$ cat config.mk
export PLATFORM = sky130hd
export DESIGN_NAME = memory_bank_ctrl
export DESIGN_NICKNAME = d
export VERILOG_FILES = /design/src/rtl/memory_pkg.sv /design/src/rtl/btn_edge.sv /design/src/rtl/memory_bank_ctrl.sv
export SDC_FILE = /design/constraint.sdc
export NUM_CORES = 1
export LEC_CHECK = 0
export ABC_AREA = 1
export CORE_ASPECT_RATIO = 1.4
export CORE_UTILIZATION = 45
export DETAILED_ROUTE_END_ITERATION = 6
export DONT_BUFFER_PORTS = 1
export PLACE_DENSITY = 0.59
export SYNTH_ARGS = -nofsm -noshare
export SYNTH_HDL_FRONTEND = slang
export SYNTH_HIERARCHICAL = 1
export SYNTH_SLANG_ARGS = --single-unit
$ cat constraint.sdc
create_clock -name clk -period 5.83 [get_ports clk]
set_clock_uncertainty 0.15 [all_clocks]
set_input_delay 0.8745 -clock clk [delete_from_list [all_inputs] [get_ports clk]]
set_output_delay 0.8745 -clock clk [all_outputs]
set_load 0.005 [all_outputs]
$ cat src/rtl/memory_pkg.sv
// Shared types and defaults for the button-driven memory bank controller.
// Holds the controller state encoding and the button index map.
package memory_pkg;

  typedef enum logic [1:0] {
    ST_IDLE  = 2'd0,
    ST_SCAN  = 2'd1,
    ST_CLEAR = 2'd2
  } state_t;

  localparam int DEF_DATA_W = 8;
  localparam int DEF_ADDR_W = 3;

  // Bit positions of each button inside the packed press vector
  localparam int BTN_CLEAR  = 0;
  localparam int BTN_WRITE  = 1;
  localparam int BTN_READ   = 2;
  localparam int BTN_TOGGLE = 3;
  localparam int BTN_COUNT  = 4;

endpackage

$ cat src/rtl/btn_edge.sv
// Two-flop synchroniser for an active-low push-button plus a one-cycle
// press pulse on the synchronised falling edge of the raw input.
module btn_edge (
  input  logic clk,
  input  logic rst_n,
  input  logic i_btn_n,
  output logic o_press
);

  logic r_s1;
  logic r_s2;

  always_ff @(posedge clk or negedge rst_n) begin
    if (!rst_n) begin
      r_s1 <= 1'b0;
      r_s2 <= 1'b0;
    end else begin
      r_s1 <= ~i_btn_n;
      r_s2 <= r_s1;
    end
  end

  assign o_press = r_s1 & ~r_s2;

endmodule

$ cat src/rtl/memory_bank_ctrl.sv
// Register-file controller driven by four push-buttons: write, read,
// auto-scan display and a multi-cycle clear-all, with a write-confirm blink.
module memory_bank_ctrl
  import memory_pkg::*;
#(
  parameter int DATA_W    = DEF_DATA_W,
  parameter int ADDR_W    = DEF_ADDR_W,
  parameter int SCAN_DIV  = 25000000,
  parameter int BLINK_CYC = 12500000,
  parameter int BLINK_N   = 3
) (
  input  logic              clk,
  input  logic              reset,
  input  logic [DATA_W-1:0] value,
  input  logic [ADDR_W-1:0] addr,
  input  logic              w_button1,
  input  logic              w_button2,
  input  logic              w_button3,
  input  logic              w_button4,
  output logic [DATA_W-1:0] led,
  output logic [ADDR_W-1:0] disp_addr,
  output logic              scan_active,
  output logic              busy
);

  localparam int DEPTH  = 1 << ADDR_W;
  localparam int DIV_W  = (SCAN_DIV > 1) ? $clog2(SCAN_DIV) : 1;
  localparam int BSUB_W = $clog2(BLINK_CYC + 1);
  localparam int BPH_W  = $clog2(2 * BLINK_N + 1);

  localparam logic [DIV_W-1:0]  DIV_LAST  = DIV_W'(SCAN_DIV - 1);
  localparam logic [BSUB_W-1:0] BSUB_LAST = BSUB_W'(BLINK_CYC - 1);
  localparam logic [BPH_W-1:0]  BPH_LAST  = BPH_W'(2 * BLINK_N - 1);
  localparam logic [ADDR_W-1:0] ADDR_LAST = ADDR_W'(DEPTH - 1);

  logic [BTN_COUNT-1:0] w_raw_n;
  logic [BTN_COUNT-1:0] w_press;

  assign w_raw_n = {w_button4, w_button3, w_button2, w_button1};

  for (genvar gi = 0; gi < BTN_COUNT; gi++) begin : g_btn
    btn_edge u_btn (
      .clk     (clk),
      .rst_n   (reset),
      .i_btn_n (w_raw_n[gi]),
      .o_press (w_press[gi])
    );
  end

  logic [DATA_W-1:0] r_mem [DEPTH];
  state_t            r_state;
  logic [DATA_W-1:0] r_disp_data;
  logic [ADDR_W-1:0] r_disp_addr;
  logic [ADDR_W-1:0] r_clr_ptr;
  logic [DIV_W-1:0]  r_div;
  logic              r_blink_on;
  logic [BSUB_W-1:0] r_blink_sub;
  logic [BPH_W-1:0]  r_blink_ph;

  logic              w_clr;
  logic              w_wr;
  logic              w_rd;
  logic              w_tog;
  logic              w_step;
  logic [ADDR_W-1:0] w_next_addr;

  assign w_clr       = w_press[BTN_CLEAR];
  assign w_wr        = w_press[BTN_WRITE];
  assign w_rd        = w_press[BTN_READ];
  assign w_tog       = w_press[BTN_TOGGLE];
  assign w_next_addr = r_disp_addr + 1'b1;
  // A read in the same cycle as the scan terminal count suppresses the step
  assign w_step      = (r_state == ST_SCAN) && (r_div == DIV_LAST) && !w_rd;

  always_ff @(posedge clk or negedge reset) begin
    if (!reset) begin
      for (int i = 0; i < DEPTH; i++) r_mem[i] <= '0;
      r_state     <= ST_IDLE;
      r_disp_data <= '0;
      r_disp_addr <= '0;
      r_clr_ptr   <= '0;
      r_div       <= '0;
      r_blink_on  <= 1'b0;
      r_blink_sub <= '0;
      r_blink_ph  <= '0;
    end else begin
      if (r_blink_on) begin
        if (r_blink_sub == BSUB_LAST) begin
          r_blink_sub <= '0;
          if (r_blink_ph == BPH_LAST) r_blink_on <= 1'b0;
          else                        r_blink_ph <= r_blink_ph + 1'b1;
        end else begin
          r_blink_sub <= r_blink_sub + 1'b1;
        end
      end

      case (r_state)
        ST_CLEAR: begin
          r_mem[r_clr_ptr] <= '0;
          r_clr_ptr        <= r_clr_ptr + 1'b1;
          if (r_clr_ptr == ADDR_LAST) r_state <= ST_IDLE;
        end

        default: begin
          if (w_clr) begin
            r_state     <= ST_CLEAR;
            r_clr_ptr   <= '0;
            r_disp_data <= '0;
            r_disp_addr <= '0;
            r_blink_on  <= 1'b0;
            r_blink_sub <= '0;
            r_blink_ph  <= '0;
          end else begin
            // Later assignments to disp_data override earlier ones by priority
            if (r_state == ST_SCAN) begin
              if (w_rd || r_div == DIV_LAST) r_div <= '0;
              else                           r_div <= r_div + 1'b1;
              if (w_step) begin
                r_disp_addr <= w_next_addr;
                r_disp_data <= (w_wr && addr == w_next_addr) ? value : r_mem[w_next_addr];
              end
            end

            if (w_wr) begin
              r_mem[addr] <= value;
              if (addr == r_disp_addr && !w_step) r_disp_data <= value;
              r_blink_on  <= 1'b1;
              r_blink_sub <= '0;
              r_blink_ph  <= '0;
            end

            if (w_rd) begin
              r_disp_addr <= addr;
              r_disp_data <= w_wr ? value : r_mem[addr];
            end

            if (w_tog) begin
              r_state <= (r_state == ST_SCAN) ? ST_IDLE : ST_SCAN;
              r_div   <= '0;
            end
          end
        end
      endcase
    end
  end

  // Even blink phases are the dark ones
  assign led         = (r_blink_on && !r_blink_ph[0]) ? '0 : r_disp_data;
  assign disp_addr   = r_disp_addr;
  assign scan_active = (r_state == ST_SCAN);
  assign busy        = (r_state == ST_CLEAR);

endmodule

==> results.cfg <==
[floorplanning]
ios = 30
die_x_microns = 118
core_sq_mm = 0.0185
die_area_sq_mm = 0.0194
core.rowCount = 59
initial_utilization_pct = 45.8
die_h_microns = 165

[pwr]
max-vdd-ir-drop_mv = 0.235
powerDensity_mw_per_mm2 = 415
total_power_mw = 3.86
p_leak_nw = 4.25

[synth]
yosysWarnings = 6
netlist_top_cells_count = nand2_1 (246), nand3_1 (179), dfrtp_1 (141)
avgSynthCellArea_sq_um = 7.51
yosysMostFrequentCell = nand2_1
synth_top_area_share_pct = 41.6
synth_cells = 1130
synthTopCellsByArea = dfrtp_1 (42%), nand2_1 (11%), nand3_1 (11%)
synth_enable_flop_cells = 0
synthArstFlopShare_pct = 100
synth.distinct_cells = 47
syn_area_sq_mm = 0.00849
ys_seq_area_share_pct = 41.6
synth_flop_cell = dfrtp_1
synth_seq_cells = 141
yosys.area.top_type = dfrtp_1
synth_fp_nets = 1154

[routing]
antenna_left = 0
met2_length_mm = 13.1
drtIter0Drc = 618
wl_mm = 25.2
dr_total_vias = 7704
wl_met1_mm = 9.77
route.met3.wl_mm = 1.21
top_layer_used = met4
avgViaCountPerCell = 5.59
wl_per_cell_microns = 18.3
drt_pass1_iterations = 5
drcViolationCount = 0

[sta]
setup_slack_ps = 2950
final_max_slew_viol_count = 0
max_freq_mhz = 347
slew_headroom_pct = 27.3
min_period_ps = 2880
rsz0062_at_grt = false
finalHoldViolations = 0
finalSetupTns_ps = 0
setup_viol = 0
tightest_slew_ps = 1090
fin_crit_sh_pct = 49.5

[clocking]
clockBufferDepth = 2
cts-root-buf = clkbuf_16
cts_made_buffers = 17
cts_tree = built
cts.repair_timing.setup_buffer_count = 0
clock_sinks = 141
path_clk_slew_ps = 60
clock_latency_ps = 430
h-tree-depth = 4

[grt]
grt_max_degree = 142
grt_use_total_pct = 27.5
antenna_found_initial = 0
grt_pass1_wl_mm = 41.2
grt-ovfl-total = 0
grt_pass1_vias = 7704

[placed_design]
gp_congestion = 1.01
hpwl_mm = 18.5
pre_cts_ws_ps = 2960
dp_cells = 1344
io_buffers = 0

[cells_and_area]
postLayoutCoreUtil_pct = 50.1
layoutNonFillerInstCount = 1377
final_nets = 1144
layout-area-overhead-vs-synth_pct = 9.42
diodes = 0
drive_gt1_share_pct = 9.00

[setup_path]
arrival_ps = 3100
crit_path_end_kind = register
critical_path.max_fanout = 18
critPathRequiredTime_ps = 6050
worst-setup-path-type = register to register
start_kind = register

[run]
max_cap_viol_count = 0

[min_path]
hold_class = register to register

[run_status]
status = completed
[registers in the layout (all words and copies together) (netlist names), 2 cells and up]
signal / cells
g_btn.u_btn/r_s2: 4
disp_addr: 3
r_blink_ph: 3
r_disp_data: 8
r_mem: 64
r_div: 25
g_btn.u_btn/r_s1: 4
r_blink_sub: 24
r_state: 2
r_clr_ptr: 3
[through the flow]
stage	hold slack [ps]	area (sq um)
global route	246	9290
finish	224	9290
floorplan	204	8490
detailed placement	212	8600
CTS	226	9290
global placement	213	8600
[critical path, stage by stage (launching register included)]
cell     delay [ps]
dfrtp_1         420
ha_1            780
inv_2           360
nand2_1         140
nand3_1         120
nor2_4          270
nand2_4         130
nand3_1         100
nand2_1          60
nand2_1          70
nand3_1          60
nand2_1          60
nand2_1          50
nand2_1          50
[final timing paths]
kind                       slack (ps)                  end  cells after the start           startpoint
max                              2950       r_disp_data[4]                     13         disp_addr[1]
min                               220  g_btn[0].u_btn/r_s2                      0  g_btn[0].u_btn/r_s1
max reg2reg                      2950       r_disp_data[4]                     13         disp_addr[1]
min reg2reg                       220  g_btn[0].u_btn/r_s2                      0  g_btn[0].u_btn/r_s1
max in group asynchronous        4670            r_mem[21]                      1                reset
min in group asynchronous         280            r_div[10]                      1                reset
[kinds of logic (layout without fill, tap and decap cells)]
logic type,count (synthesis),count (layout),synth area share [%]
multiplexers,1,1,0.118
adder cells (fa/ha/maj),7,7,1.03
AO/OA/AOI/OAI,177,177,12.0
XOR/XNOR,17,17,1.84
flip-flops,141,141,41.6
AND/OR/NAND/NOR,631,631,35.4
buffers and inverters,156,159,7.99
[metal layers]
layer,GRT usage [%],up-vias
met5,0,-
met4,15.2,0
met3,5.18,70
met2,49.5,217
met1,30.5,3649
li1,-,3768
[cell type report]
class	instances	area [sq um]
well taps	244	305
inverters	124	468
multi-input cells	833	4280
clock inverters	15	236
fillers	1867	9240
repair buffers	3	42.5
clock buffers	17	425
flip-flops and latches	141	3530
[placed cells by master, fill, tap and decap left out, drive strengths merged, types with 5 or more instances in the layout]
cell,netlist,routed
dfrtp,141,141
nand2,258,258
xor2,11,11
o21ai,72,72
nor3,19,19
inv,123,126
ha,7,7
nand3,187,187
a31oi,9,9
o22ai,42,42
xnor2,6,6
a21oi,47,47
clkbuf,9,17
nor2,135,135
nand4,21,21
nor3b,6,6
bufinv,0,5
clkinv,1,5
[what timing repair did]
item                                   in CTS  in global routing
resized for setup                           0                  0
hold buffers                                1                  0
endpoints found under the hold margin     141                  0
[power by group]
| group | switching, mW | total (mW) | leakage, nW | internal (mW) |
|---|---|---|---|---|
| Combinational | 0.872 | 1.26 | 2.03 | 0.389 |
| Clock | 0.460 | 1.23 | 0.312 | 0.767 |
| Sequential | 0.196 | 1.37 | 1.91 | 1.17 |
(Power assumes the default switching activity.)
